[config.mk]
export PLATFORM = sky130hd
export DESIGN_NAME = seg_frame_rx
export DESIGN_NICKNAME = d
export VERILOG_FILES = /design/src/rtl/seg_frame_rx.sv
export SDC_FILE = /design/constraint.sdc
export NUM_CORES = 1
export LEC_CHECK = 0
export ABC_AREA = 1
export ABC_CLOCK_PERIOD_IN_PS = 1370
export CORE_UTILIZATION = 50
export CTS_BUF_LIST = sky130_fd_sc_hd__clkbuf_8
export DETAILED_ROUTE_END_ITERATION = 6
export PLACE_DENSITY = 0.74
export SLEW_MARGIN = 5
export SYNTH_ARGS = -nofsm -noshare
export SYNTH_HDL_FRONTEND = slang
export SYNTH_SLANG_ARGS = --single-unit
[constraint.sdc]
create_clock -name clk -period 1.37 [get_ports clk]
set_input_delay 0.411 -clock clk [delete_from_list [all_inputs] [get_ports clk]]
set_output_delay 0.411 -clock clk [all_outputs]
set_load 0.02 [all_outputs]
[src/rtl/seg_frame_rx.sv]
// Serial receiver for the free-computer display link: deserialises start/7-data/
// even-parity/stop frames, validates them and decodes the 7-segment pattern
// back to free/used computer counts.
module seg_frame_rx #(
  parameter int CLKS_PER_BIT = 16,
  parameter int N_COMPS      = 5
) (
  input  logic       clk,
  input  logic       rst,
  input  logic       rxd,
  output logic       frame_valid,
  output logic [2:0] free_cnt,
  output logic [2:0] used_cnt,
  output logic [6:0] seg_last,
  output logic       err,
  output logic [1:0] err_type,
  output logic       busy
);

  localparam int BW = $clog2(CLKS_PER_BIT);
  localparam logic [BW-1:0] BAUD_LAST = BW'(CLKS_PER_BIT - 1);
  localparam logic [BW-1:0] HALF_LAST = BW'(CLKS_PER_BIT / 2 - 1);

  typedef enum logic [2:0] {
    IDLE, START, DATA, PARITY, STOP, WAIT_IDLE
  } state_t;

  state_t        state, state_nxt;
  logic          rx_m, rx_s;
  logic [BW-1:0] baud;
  logic [2:0]    bit_cnt;
  logic [6:0]    shreg;
  logic          par_bit;
  logic          tick;
  logic          dec_ok;
  logic [2:0]    dec_val;

  // Two-flop synchroniser; idles high so reset must not look like a start bit
  always_ff @(posedge clk or posedge rst) begin
    if (rst) begin
      rx_m <= 1'b1;
      rx_s <= 1'b1;
    end else begin
      rx_m <= rxd;
      rx_s <= rx_m;
    end
  end

  // Mid-bit sample strobe: half a bit into the start bit, a full bit afterwards
  always_comb begin
    tick = 1'b0;
    if (state == START) tick = (baud == HALF_LAST);
    else                tick = (baud == BAUD_LAST);
  end

  // State register
  always_ff @(posedge clk or posedge rst) begin
    if (rst) state <= IDLE;
    else     state <= state_nxt;
  end

  // Next-state logic
  always_comb begin
    state_nxt = state;
    case (state)
      IDLE:      if (!rx_s) state_nxt = START;
      START:     if (tick) state_nxt = rx_s ? IDLE : DATA;
      DATA:      if (tick && bit_cnt == 3'd6) state_nxt = PARITY;
      PARITY:    if (tick) state_nxt = STOP;
      STOP:      if (tick) state_nxt = rx_s ? IDLE : WAIT_IDLE;
      WAIT_IDLE: if (rx_s) state_nxt = IDLE;
      default:   state_nxt = IDLE;
    endcase
  end

  // Busy covers the whole frame, including a stuck-low line after a framing error
  always_comb begin
    busy = (state != IDLE);
  end

  // Segment pattern decode; anything outside the six digits is illegal
  always_comb begin
    dec_ok  = 1'b1;
    dec_val = 3'd0;
    case (shreg)
      7'b1111110: dec_val = 3'd0;
      7'b0110000: dec_val = 3'd1;
      7'b1101101: dec_val = 3'd2;
      7'b1111001: dec_val = 3'd3;
      7'b0110011: dec_val = 3'd4;
      7'b1011011: dec_val = 3'd5;
      default:    dec_ok  = 1'b0;
    endcase
  end

  // Baud and bit counters plus the shift register
  always_ff @(posedge clk or posedge rst) begin
    if (rst) begin
      baud    <= '0;
      bit_cnt <= 3'd0;
      shreg   <= 7'd0;
      par_bit <= 1'b0;
    end else begin
      if (state == IDLE || state == WAIT_IDLE || tick) baud <= '0;
      else                                             baud <= baud + 1'b1;
      if (state == IDLE) begin
        bit_cnt <= 3'd0;
      end else if (state == DATA && tick) begin
        shreg   <= {shreg[5:0], rx_s};
        bit_cnt <= (bit_cnt == 3'd6) ? 3'd0 : bit_cnt + 3'd1;
      end
      if (state == PARITY && tick) par_bit <= rx_s;
    end
  end

  // Frame resolution at the stop sample: framing beats parity beats illegal pattern
  always_ff @(posedge clk or posedge rst) begin
    if (rst) begin
      frame_valid <= 1'b0;
      err         <= 1'b0;
      err_type    <= 2'b00;
      free_cnt    <= 3'd5;
      used_cnt    <= 3'd0;
      seg_last    <= 7'b1011011;
    end else begin
      frame_valid <= 1'b0;
      err         <= 1'b0;
      if (state == STOP && tick) begin
        if (!rx_s) begin
          err      <= 1'b1;
          err_type <= 2'b01;
        end else if (^{shreg, par_bit}) begin
          err      <= 1'b1;
          err_type <= 2'b10;
        end else if (!dec_ok) begin
          err      <= 1'b1;
          err_type <= 2'b11;
        end else begin
          frame_valid <= 1'b1;
          free_cnt    <= dec_val;
          used_cnt    <= 3'(N_COMPS) - dec_val;
          seg_last    <= shreg;
        end
      end
    end
  end

endmodule
# Yosys cells after proc, flatten, opt, wreduce, memory -nomap -nowiden
# Cells that the tools add are included.
# totals
regBits	37
input_bits	3
output_inout_bits	18
# classes
n_addsub	3
eq_ne	21
mux	27
bitwise_logic	2
n_reduce_logical	15
# ops
op	n
3-bit two-way mux	10
7-bit == test, second input constant	4
3-bit one-hot mux with 6 select lines	1
3-bit one-hot mux with 5 select lines	1
7-bit by 6-bit == test with 1-bit output, second input constant	2
2-bit inequality test, second input constant	6
1-bit two-way mux	10
3-bit == test, second input constant	3
2-bit two-way mux	4
8-bit parity	1
3-bit by 2-bit == test with 1-bit output, second input constant	2
6-bit AND reduction	1
6-bit OR reduction	1
4-bit by 1-bit adder with 4-bit output, second input constant	1
4-bit by 3-bit == test with 1-bit output, second input constant	1
4-bit == test, second input constant	1
1-bit logical AND	4
4-bit two-way mux	1
2-bit AND reduction	2
4-bit AND reduction	1
3-bit by 1-bit adder with 3-bit output, second input constant	1
3-bit by 1-bit == test with 1-bit output, second input constant	1
3-bit logical NOT	1
3-bit by 2-bit inequality test with 1-bit output, second input constant	1
5 further kinds	7

# Depth between registers and ports, before layout
# depth
depth_word	7
depth_mapped	13
mapped_depth_nobuf	12

# Least setup slack after synthesis
# Ideal clock, no wire load.
# synth_timing
path_type	reg-to-reg
from	register shreg[1]
to	register free_cnt[2]
setup_time_ps	60
t_arrival_ps	1420
t_required_ps	1310
setup_slack_ps	-110
stages_incl_launch_ff	10
path_cell_list	dfrtp_1 -> buf_4 -> nand2_1 -> o41ai_1 -> inv_1 -> ha_1 -> nand2_1 -> o21ai_0 -> nand3b_1 -> nand2_1
# synth_between
elab_chain_cells	4
elab_cells_between_ends	12
cone_classes	eq/ne (6); mux (2); bitwise (1); reduce/logical (3)
# synth_rtl
element	line_no	text
start: declaration	32	logic [6:0] shreg;
start signal: assignment	109	shreg <= {shreg[5:0], rx_s};
7-bit == test or 7-bit by 6-bit == test with 1-bit output (tied branches)	85	case (shreg)
6-bit OR reduction (no source line)	n/a	
1-bit two-way mux	85	
4-bit AND reduction (no source line)	n/a	
end signal: assignment	140	free_cnt <= dec_val;
end: declaration	12	output logic [2:0] free_cnt,
# Parallel ways exist; a longest one is shown, timed or not.
# A chain may end at the register's enable or synchronous reset.

# Final worst setup path
# layout_timing
from	register shreg[0]
to	register used_cnt[2]
# layout_between
elab_chain_cells	4
elab_cells_between_ends	13
cone_classes	add/sub (1); eq/ne (6); mux (2); bitwise (1); reduce/logical (3)
# layout_rtl
element	line_no	text
branches (longest 4 deep; another with 3-bit subtractor)	n/a	
end signal: assignment	141	used_cnt <= 3'(N_COMPS) - dec_val;
end: declaration	13	output logic [2:0] used_cnt,
# Several ways; the timed one is not identified.

==> metrics.txt <==
outcome complete, but fails checks; failing checks negative setup slack; post-synthesis xor/xnor area fraction 0.430%; vias per inst around 6.5; total track usage 37.8%; largest family of logic cells by synthesized area simple AND/OR/NAND/NOR gates; final setup vio count 42; Lkg Pwr 0.00183 µW; setup TNS -15430 ps; Clock Path Buffers 2; pwr/cell area 1080 nW/µm²; fmax between 0.4 and 0.5 GHz; Core ar. 3770 µm²; Worst Hold Launch rx_m; Post-Syn Nets 274; antenna violations before repair 0; WL per Instance between 20 and 30 µm; H-tree lvl count 2; number of antenna diodes 0; die extent in y about 66 µm; post-route cell area about 3600 µm²; skew final 19.7 ps; DRT antenna net count 0; first-pass GRT wire length about 12000 µm; startpoint class of the critical path register; DRT Pass-1 Iters 5; Mapped Area around 2000 µm²; Clock Latency Late Sink ~320 ps; Top-Level Pins 21; worst hold path class register to register; top-count cell post-synth nand2_1; GRT overflow 0; drc violations 0; relative slew slack approximately 62%; Setup WS pre-CTS -259 ps; Critical R2R Capture used_cnt[2]; syn avg cell area ~7.6 µm²; Critical Path RT between 1500 and 2000 ps; Die Span X ~66 µm; num rows 22; Worst EP arrival between 2000 and 2500 ps; setup ws final -737 ps; CTS tree yes; RR Startpoint shreg[0]; dominant synthesized flop cell dfrtp_1; Final #Nets 383; dominant cells by area after synthesis dfrtp_1, nand2_1, dfstp_2, nand3_1, inv_1; largest net degree at the start of global routing 37; Yosys cell types 26; WS Path Type register to register; R2R depth 10; post-DP HPWL 3470 µm; number of global-route vias before repair 2469; clk root buf clkbuf_8; flops & latches, synth 36; Area Growth Syn to Fin 76.3%; synth warn 0; Initial Util between 50% and 60%; synthesized netlist cell count 269; # fillers 103; Post-synth top cells nand2_1, dfrtp_1, inv_1; Synth async-reset ratio 100%; WL final around 11000 µm; final hold vios 0; Compound-Gate Fraction of Synth Area 5.84%; r2r setup slk -740 ps; area leader, netlist dfrtp_1; Detailed Route Iter0 Violations 436; final non-filler cell total 427; Hold Path Depth 0; Adder-Cell Fraction of Synth Area 1.23%; critical path fanouts, max 5; crit path time final 2110 ps; Synth Area in Simple Gates 38.5%; Final Cycle Share 154%; register area share after synthesis around 45%; Post-DP Area 2620 µm²; RSZ-0062 raised after global routing true; number of synthesized flops with an enable pin 0; clock-pin slew on the worst setup and hold paths 100 ps; Worst Max-Slew Pin Slew 562 ps; max-cap viol count 0; worst vdd ir 0.00118 V; mux share of post-synthesis cell area 0%; via count 2755; layout cells sized above 1 roughly 65%; Inserted Clock Buffers 5; Synth top area share 33.2%; Hold Crit Endpoint rx_s; die area 4330 µm²; clk sink count 36; GPL Wtd Cong 0.926; I/O Buffers 20; critical path capture point type register; Util after Layout roughly 95%; Placed Cells 376; Final Max Tran Viols 0
[state kept, by name, summed over array words and instances (netlist names), 2 cells and up]
name and cells:
bit_cnt 3, free_cnt 3, err_type 2, used_cnt 2
baud 4, seg_last 7, state 3, shreg 7
[per-stage QoR]
stage          hold WS (ps)  total power, µW
6_report                361             3890
5_1_grt                 370             3970
4_1_cts                 366             3230
3_5_place_dp            356             2140
3_3_place_gp            351             2100
2_1_floorplan           345             1740
[worst max-delay path by stage]
| stage | startpoint | slack [ps] | endpoint | depth (start not counted) |
|---|---|---|---|---|
| 2_1_floorplan | shreg[3] | -80 | used_cnt[2] | 10 |
| 3_3_place_gp | state[1] | -260 | busy | 5 |
| 3_5_place_dp | state[1] | -260 | busy | 5 |
| 4_1_cts | shreg[2] | -230 | free_cnt[0] | 11 |
| 5_1_grt | shreg[0] | -870 | used_cnt[2] | 10 |
| 6_report | shreg[0] | -740 | used_cnt[2] | 10 |
[where the power goes]
group          leakage (µW)  internal [µW]  switching (µW)
clock             0.0000510            403             468
sequential         0.000454           1150            77.9
combinational       0.00133            810             985
total               0.00183           2360            1530
[cell type report]
cell class | count | area [µm²] | area share (%)
Multi-Input combinational cell | 195 | 1380 | 38.4
Timing Repair Buffer | 109 | 996 | 27.8
Sequential cell | 36 | 920 | 25.6
Inverter | 31 | 141 | 3.94
Clock buffer | 6 | 82.6 | 2.30
Tap cell | 48 | 60.1 | 1.67
Clock inverter | 2 | 10.0 | 0.279
[kinds of logic after synthesis]
family / after synthesis
flops: 36
xor+xnor: 1
simple gates: 169
buf+inv: 39
compound gates: 22
fa+ha+maj: 2
[critical path, stage by stage (launching register included)]
cell and delay (ps):
dfrtp_2 460, buf_4 190, nor2_2 290, nand3b_1 290, nand2_4 180, nor2_4 60
nor2_4 140, buf_4 150, buf_16 110, nand3b_1 110, nand2_1 100
[cell usage in the layout (no fill, tap or decap), types with 5 or more instances in the layout]
cell type / Yosys / layout
nand2_2: 11 / 39
nand2_4: 1 / 19
buf_2: 0 / 8
buf_6: 3 / 30
inv_4: 0 / 7
clkbuf_8: 0 / 6
nand3b_1: 6 / 6
dfrtp_2: 0 / 6
buf_4: 5 / 60
nand3_1: 20 / 8
nand4_1: 6 / 6
inv_2: 5 / 9
nor2_4: 4 / 7
nor2_1: 15 / 9
nand2_1: 100 / 53
dfstp_2: 9 / 9
o21ai_0: 12 / 5
inv_1: 26 / 14
o21ai_2: 0 / 8
nand3_2: 1 / 10
dfrtp_1: 27 / 21
[metal layers]
| layer | part of all wire, % | global-route usage, % | vias up |
|---|---|---|---|
| met5 | 0 | 0 | - |
| met4 | 9.8 | 23.6 | 0 |
| met3 | 11 | 9.14 | 114 |
| met2 | 45 | 66.6 | 281 |
| met1 | 34 | 40.0 | 1287 |
| li1 | - | - | 1073 |
[repair_timing]
| action | in CTS | in global routing |
|---|---|---|
| resized for setup | 161 | 98 |
| hold buffers | 0 | 0 |
| endpoints found under the setup margin | 49 | 50 |
| setup buffers | 25 | 16 |
| pin swaps | 37 | 25 |
| gates cloned | 3 | 0 |
Power figures use the tool's default switching activity.
